$ cat src/rtl/ifb_pkg.sv
// Shared types and constants for the instruction fetch buffer.
package ifb_pkg;

  localparam int IFB_DEPTH  = 16;
  localparam int IFB_INST_W = 32;
  localparam int IFB_ADDR_W = 32;

  localparam logic ISSUE_SINGLE = 1'b0;
  localparam logic ISSUE_DUAL   = 1'b1;

  typedef struct packed {
    logic [IFB_INST_W-1:0] inst;
    logic [IFB_ADDR_W-1:0] addr;
  } fetch_entry_t;

endpackage

$ cat src/rtl/inst_fetch_buffer.sv
// Two-in/two-out circular instruction queue between ICache and dual-issue decode.
module inst_fetch_buffer
  import ifb_pkg::*;
#(
  parameter int DEPTH  = IFB_DEPTH,
  parameter int PTR_W  = $clog2(DEPTH),
  parameter int INST_W = IFB_INST_W,
  parameter int ADDR_W = IFB_ADDR_W
) (
  input  logic              clk,
  input  logic              rst_n,
  input  logic              flush_i,
  input  logic              in1_valid_i,
  input  logic              in2_valid_i,
  input  logic [INST_W-1:0] in1_inst_i,
  input  logic [INST_W-1:0] in2_inst_i,
  input  logic [ADDR_W-1:0] in1_addr_i,
  input  logic [ADDR_W-1:0] in2_addr_i,
  output logic              full_o,
  input  logic              issue_en_i,
  input  logic              issue_dual_i,
  output logic              out1_valid_o,
  output logic              out2_valid_o,
  output logic [INST_W-1:0] out1_inst_o,
  output logic [INST_W-1:0] out2_inst_o,
  output logic [ADDR_W-1:0] out1_addr_o,
  output logic [ADDR_W-1:0] out2_addr_o,
  output logic [PTR_W:0]    count_o
);

  localparam logic [PTR_W:0] FULL_TH = (PTR_W+1)'(DEPTH - 2);
  localparam logic [PTR_W:0] CNT_ONE = (PTR_W+1)'(1);
  localparam logic [PTR_W:0] CNT_TWO = (PTR_W+1)'(2);

  logic [INST_W-1:0] inst_mem [DEPTH];
  logic [ADDR_W-1:0] addr_mem [DEPTH];

  logic [PTR_W-1:0] head_q, head_d, tail_q, tail_d;
  logic [PTR_W-1:0] head_p1, tail_p1;
  logic [PTR_W:0]   count_q, count_d;
  logic [1:0]       wr_n, rd_n;
  logic             full, push_ok, wr1_en, wr2_en;

  // Pointer/count next-state; flush overrides any push or pop this cycle.
  always_comb begin
    full    = (count_q > FULL_TH);
    push_ok = in1_valid_i & ~full & ~flush_i;
    wr1_en  = push_ok & rst_n;
    wr2_en  = push_ok & in2_valid_i & rst_n;
    wr_n    = {1'b0, push_ok} + {1'b0, push_ok & in2_valid_i};
    rd_n    = 2'd0;
    if (issue_en_i && !flush_i) begin
      if (issue_dual_i == ISSUE_DUAL && count_q >= CNT_TWO) rd_n = 2'd2;
      else if (count_q >= CNT_ONE)                           rd_n = 2'd1;
    end
    head_p1 = head_q + PTR_W'(1);
    tail_p1 = tail_q + PTR_W'(1);
    head_d  = head_q + PTR_W'(rd_n);
    tail_d  = tail_q + PTR_W'(wr_n);
    count_d = count_q + (PTR_W+1)'(wr_n) - (PTR_W+1)'(rd_n);
    if (flush_i) begin
      head_d  = '0;
      tail_d  = '0;
      count_d = '0;
    end
  end

  always_ff @(posedge clk) begin
    if (!rst_n) begin
      head_q  <= '0;
      tail_q  <= '0;
      count_q <= '0;
    end else begin
      head_q  <= head_d;
      tail_q  <= tail_d;
      count_q <= count_d;
    end
  end

  // Storage is never cleared; validity is tracked purely by count.
  always_ff @(posedge clk) begin
    if (wr1_en) begin
      inst_mem[tail_q] <= in1_inst_i;
      addr_mem[tail_q] <= in1_addr_i;
    end
    if (wr2_en) begin
      inst_mem[tail_p1] <= in2_inst_i;
      addr_mem[tail_p1] <= in2_addr_i;
    end
  end

  always_comb begin
    out1_valid_o = (count_q >= CNT_ONE);
    out2_valid_o = (count_q >= CNT_TWO);
    out1_inst_o  = out1_valid_o ? inst_mem[head_q]  : '0;
    out1_addr_o  = out1_valid_o ? addr_mem[head_q]  : '0;
    out2_inst_o  = out2_valid_o ? inst_mem[head_p1] : '0;
    out2_addr_o  = out2_valid_o ? addr_mem[head_p1] : '0;
    full_o       = full;
    count_o      = count_q;
  end

endmodule

$ cat config.mk
export PLATFORM = sky130hd
export DESIGN_NAME = inst_fetch_buffer
export DESIGN_NICKNAME = d
export VERILOG_FILES = /design/src/rtl/ifb_pkg.sv /design/src/rtl/inst_fetch_buffer.sv
export SDC_FILE = /design/constraint.sdc
export NUM_CORES = 2
export LEC_CHECK = 0
export ABC_AREA = 0
export BUFFER_PORTS_ARGS = -buffer_cell sky130_fd_sc_hd__buf_2
export CORE_MARGIN = 1
export CORE_UTILIZATION = 30
export CTS_CLUSTER_SIZE = 16
export DETAILED_ROUTE_END_ITERATION = 6
export PLACE_DENSITY = 0.54
export RECOVER_POWER = 50
export REMOVE_ABC_BUFFERS = 1
export SETUP_SLACK_MARGIN = 0.15
export SLEW_MARGIN = 0
export SYNTH_ARGS = -nofsm -noshare
export SYNTH_HDL_FRONTEND = slang
export SYNTH_SLANG_ARGS = --single-unit
$ cat constraint.sdc
create_clock -name clk -period 9.4 [get_ports clk]
set_input_delay 0.47 -clock clk [delete_from_list [all_inputs] [get_ports clk]]
set_output_delay 0.47 -clock clk [all_outputs]
set_load 0.1 [all_outputs]
[Yosys cells after proc, flatten, opt, wreduce, memory -nomap -nowiden]
Memories as Yosys holds them, arrays and structs flattened. A register that Yosys moved wholly into a read port is not among the register bits.
Index checks and enable logic that the tools add are counted.
Cells by class
  reductions and logical operators: 4
  order comparisons: 3
  bitwise gates (word level): 8
  mux-type cells: 13
  add/subtract/negate cells: 7
Operators by type and width (count)
  two-way mux 32 bit: 4
  adder 4 x 1 -> 4 bit (second input constant): 2
  adder 4 x 2 -> 4 bit: 2
  two-way mux 4 bit: 2
  adder 5 x 2 -> 5 bit: 1
  bitwise AND 1 bit: 5
  >= comparator 5 x 1 -> 1 bit (second input constant): 1
  >= comparator 5 x 2 -> 1 bit (second input constant): 1
  > comparator 5 x 4 -> 1 bit (second input constant): 1
  two-way mux 1 bit: 5
  subtractor 5 x 2 -> 5 bit: 1
  two-way mux 2 bit: 2
  NOT 1 bit: 3
  adder 1 x 1 -> 2 bit: 1
  logical AND 1 bit: 2
  OR reduction 2 bit: 1
  logical NOT 1 bit: 1
Storage, ports and cells
  output and inout bits: 136
  bits of input ports: 135
  register bits after elaboration: 13
  memories: 2
  logic and storage cells: 40
  RAM bits: 1024
Memory list
  addr_mem: words 16, bits a word 32, read ports 2, clocked after memory_dff 1, wr ports 2, RTL line inst_fetch_buffer.sv:36  | logic [ADDR_W-1:0] addr_mem [DEPTH];
  inst_mem: words 16, bits a word 32, read ports 2, clocked after memory_dff 1, wr ports 2, RTL line inst_fetch_buffer.sv:35  | logic [INST_W-1:0] inst_mem [DEPTH];

[Longest topological paths before layout]
  depth after elaboration: 8
  depth in mapped cells: 14
  mapped depth without buffers: 14

[Worst setup path after synthesis]
Ideal clock, no wire load.
  path kind: register to register
  from: register count_q[4], in the netlist count_o[4]
  to: memory addr_mem[1][0] (netlist name) (enable)
  setup time: 0.574 ns
  path buffers: 0
  period minus slack after synthesis: 7.813 ns
  stages on the path, launching flop included: 7
  required time: 8.826 ns
  setup slack: 1.587 ns
  arrival time: 7.238 ns
  path through: dfxtp_1 inv_1 ha_1 and3_1 a21o_1 or3_1 o21ai_0
RTL lines
  start: declaration: RTL line inst_fetch_buffer.sv:40  | logic [PTR_W:0] count_q, count_d;
  start signal: assignment: RTL line inst_fetch_buffer.sv:76  | count_q <= count_d;
  end: declaration: RTL line inst_fetch_buffer.sv:36

==> flow_summary.toml <==
[outcome]
status = "finished, violations left"
violations = "max-capacitance violations, max-slew violations"

[critical_path]
start_kind = "register"
arrival_ns = 7.88
crit_path_max_incr_delay_ns = 3.21
path_cells = "inv_1, ha_1, and3_1, a2111oi_0, clkbuf_1, nand2_4, clkbuf_1, clkbuf_1, mux2_2"
crit_type = "register to register"
cp_max_fo = 38
critPathCaptureType = "register"
path_common_cell = "clkbuf_1"
worstPathRequired_ns = 9.90
crit_slowest_cell = "clkbuf_1"

[clocking]
numCtsBuffers = 130
clock_latency_ns = 0.80
cts.repair.resized = 0
post_cts_buffers = 0
cts_tree = "done"
ctsHoldBuffers = 0
cts_buffer_depth = 3
clock-sinks = 1037
clkSlewWorstSetupHoldPaths_ns = 0.06
h-tree-depth = 4
root_buffer = "clkbuf_16"

[global_route]
grt_max_degree = 138
overflow = 0
track_usage = 0.2101
grt_pass1_vias = 37090
grt_antenna_before_repair = 52
grt_pass1_wl_um = 301800

[final_layout]
fin_area_mm2 = 0.06784
drive_above_1_share = 0.5470
final_cell_mix = "1024 x edfxtp_1, 975 x mux2_2, 512 x mux4_2"
stdcell_count = 6346
nFillCells = 18980
final_common_cell = "edfxtp_1"
finalNetCount = 3733
areaGrowthSynthToFinish_pct = 12.52

[worst_hold_path]
hold_path_class = "input port to register"

[drt]
drc = 0
dr.pass1.iters = 5
wl_per_cell_um = 34.14
via_per_inst = 5.730
num_vias = 36360
finalWirelength_um = 216600
drt_iter0_drc = 3450
antenna_left = 0

[timing]
slew_violations = 1347
min_period_ns = 7.381
fmax_mhz = 135.5
rsz0062_at_grt = "no"
hold_violations = 0
setup-violations-final = 0
max-slew-margin-rel = -2.057
fin_crit_sh = 0.7852
skew_ns = 0.04231
fin_hold_ws_ns = 0.2063
tightestPinTransition_ns = 4.585

[die]
fp.dieH_um = 450.3
boundaryPins = 271
start_util = 0.3020
die_x_um = 450.3
coreArea_mm2 = 0.1997
die_area_mm2 = 0.2028
rows = 164

[pwr]
swShare = 0.4081
peakVddDrop_v = 0.0002466
p_sw_w = 0.006084
clkPwrFrac = 0.325
total_power_w = 0.01491
p_comb_frac = 0.329
p_per_area_mw_per_mm2 = 219.7
intPower_w = 0.008824
seqPwrFrac = 0.346
p_leak_nw = 20.58

[synthesis]
synth_edf_count = 1024
ys_seq_area_frac = 0.5144
synthSimpleGateAreaFrac = 0.006351
yosys_warnings = 0
synth_compound_area_frac = 0.01685
synth_xor_area_frac = 0.001453
ys.flop_type = "edfxtp_1"
postSynthAreaPerCell_um2 = 17.22
synth_mux_area_frac = 0.4281
ys_types = 44
ys_async_sr_fraction = 0
synthCells = 3502
ys_ff_latch = 1037
syn-cell-area_mm2 = 0.06029
synth-adder-area-share = 0.003777
synth_top_family_by_area = "multiplexers"

[placement]
gp_congestion = 0.7679
io_buffer_count = 270
hpwl_um = 117600
postPlaceCellArea_mm2 = 0.06430
dp_cells = 6105

[job]
cap_violations = 47
## critical path: cells and delay by family, from the launching register on
kind	cells	cell delay, ns
adder cells (fa/ha/maj)	1	0.15
AND/OR/NAND/NOR	2	0.34
multiplexers	1	0.47
flip-flops	1	0.36
buffers and inverters	4	5.62
AO/OA/AOI/OAI	1	0.15
## cell families (layout without fill, tap and decap cells)
kind of cell	Yosys count	in the layout
muxes	1792	1792
adders and majority gates	17	17
other	0	10
buffers and inverters	421	599
DFF	1037	1037
AOI/OAI and AO/OA	160	160
and+or+nand+nor	65	65
xor gates and xnor gates	10	10
## stage by stage
stage / TNS [ns] / worst slack (ns) / utilization
5_1_grt: 0 / 1.853 / 0.3397
6_report: 0 / 2.019 / 0.3398
2_1_floorplan: -1916.69 / -18.79 / -
3_3_place_gp: 0 / 4.634 / 0.3221
4_1_cts: 0 / 3.753 / 0.3422
3_5_place_dp: 0 / 4.620 / 0.3221
## power groups by stage
| stage | combinational (W) | sequential, W | clock, W |
|---|---|---|---|
| floorplan | 0.00392 | 0.00537 | 0 |
| global placement | 0.00497 | 0.00525 | 0 |
| detailed placement | 0.00497 | 0.00525 | 0 |
| CTS | 0.00497 | 0.00515 | 0.00495 |
| global route | 0.00504 | 0.00516 | 0.00512 |
| finish | 0.00490 | 0.00516 | 0.00485 |
## synth_stat cells (8+ instances only)
| cell | instances | area share |
|---|---|---|
| o22ai_1 | 130 | 0.013 |
| nand2_1 | 12 | 0.00075 |
| o21ai_0 | 10 | 0.00083 |
| edfxtp_1 | 1024 | 0.51 |
| mux4_2 | 512 | 0.19 |
| inv_1 | 11 | 0.00068 |
| buf_1 | 19 | 0.0012 |
| clkbuf_1 | 280 | 0.017 |
| mux2i_1 | 256 | 0.043 |
| dfxtp_1 | 13 | 0.0043 |
| buf_2 | 105 | 0.0087 |
| ha_1 | 15 | 0.0031 |
| nor2_1 | 10 | 0.00062 |
| mux2_2 | 975 | 0.18 |
| mux2_4 | 49 | 0.012 |
| a21oi_1 | 8 | 0.00066 |
## cell type report
class	instances	area, um2	share of cell area
Sequential cell	1037	31020	0.4572
Multi-Input combinational cell	2044	27510	0.4055
Clock buffer	162	3405	0.05018
Tap cell	2656	3323	0.04899
Timing Repair Buffer	357	1904	0.02807
Clock inverter	69	616.8	0.009093
Inverter	11	41.29	0.0006086
Antenna cell	10	25.02	0.0003689
## per-layer routing
| layer | up-vias | wire length (um) | track usage |
|---|---|---|---|
| li1 | 14740 | - | - |
| met1 | 19870 | 91860 | 0.2799 |
| met2 | 1374 | 106700 | 0.3510 |
| met3 | 365 | 11570 | 0.03157 |
| met4 | 18 | 6413 | 0.06468 |
| met5 | - | 103 | 0 |
## state kept, by name, indices dropped and copies added, names as in the netlist
signal,flops
head_q,4
tail_q,4
addr_mem,512
inst_mem,512
count_o,5
## path summary, 6_finish.rpt
check                  from         endpoint  slack, ns  cells past startpoint
max reg2reg      count_o[4]   inst_mem[6][6]       2.02                      9
max              count_o[4]   inst_mem[6][6]       2.02                      9
min reg2reg       tail_q[2]        tail_q[2]       0.56                      2
min          in2_inst_i[16]  inst_mem[9][16]       0.21                      2
No activity file was read; power rests on OpenSTA's default activity.
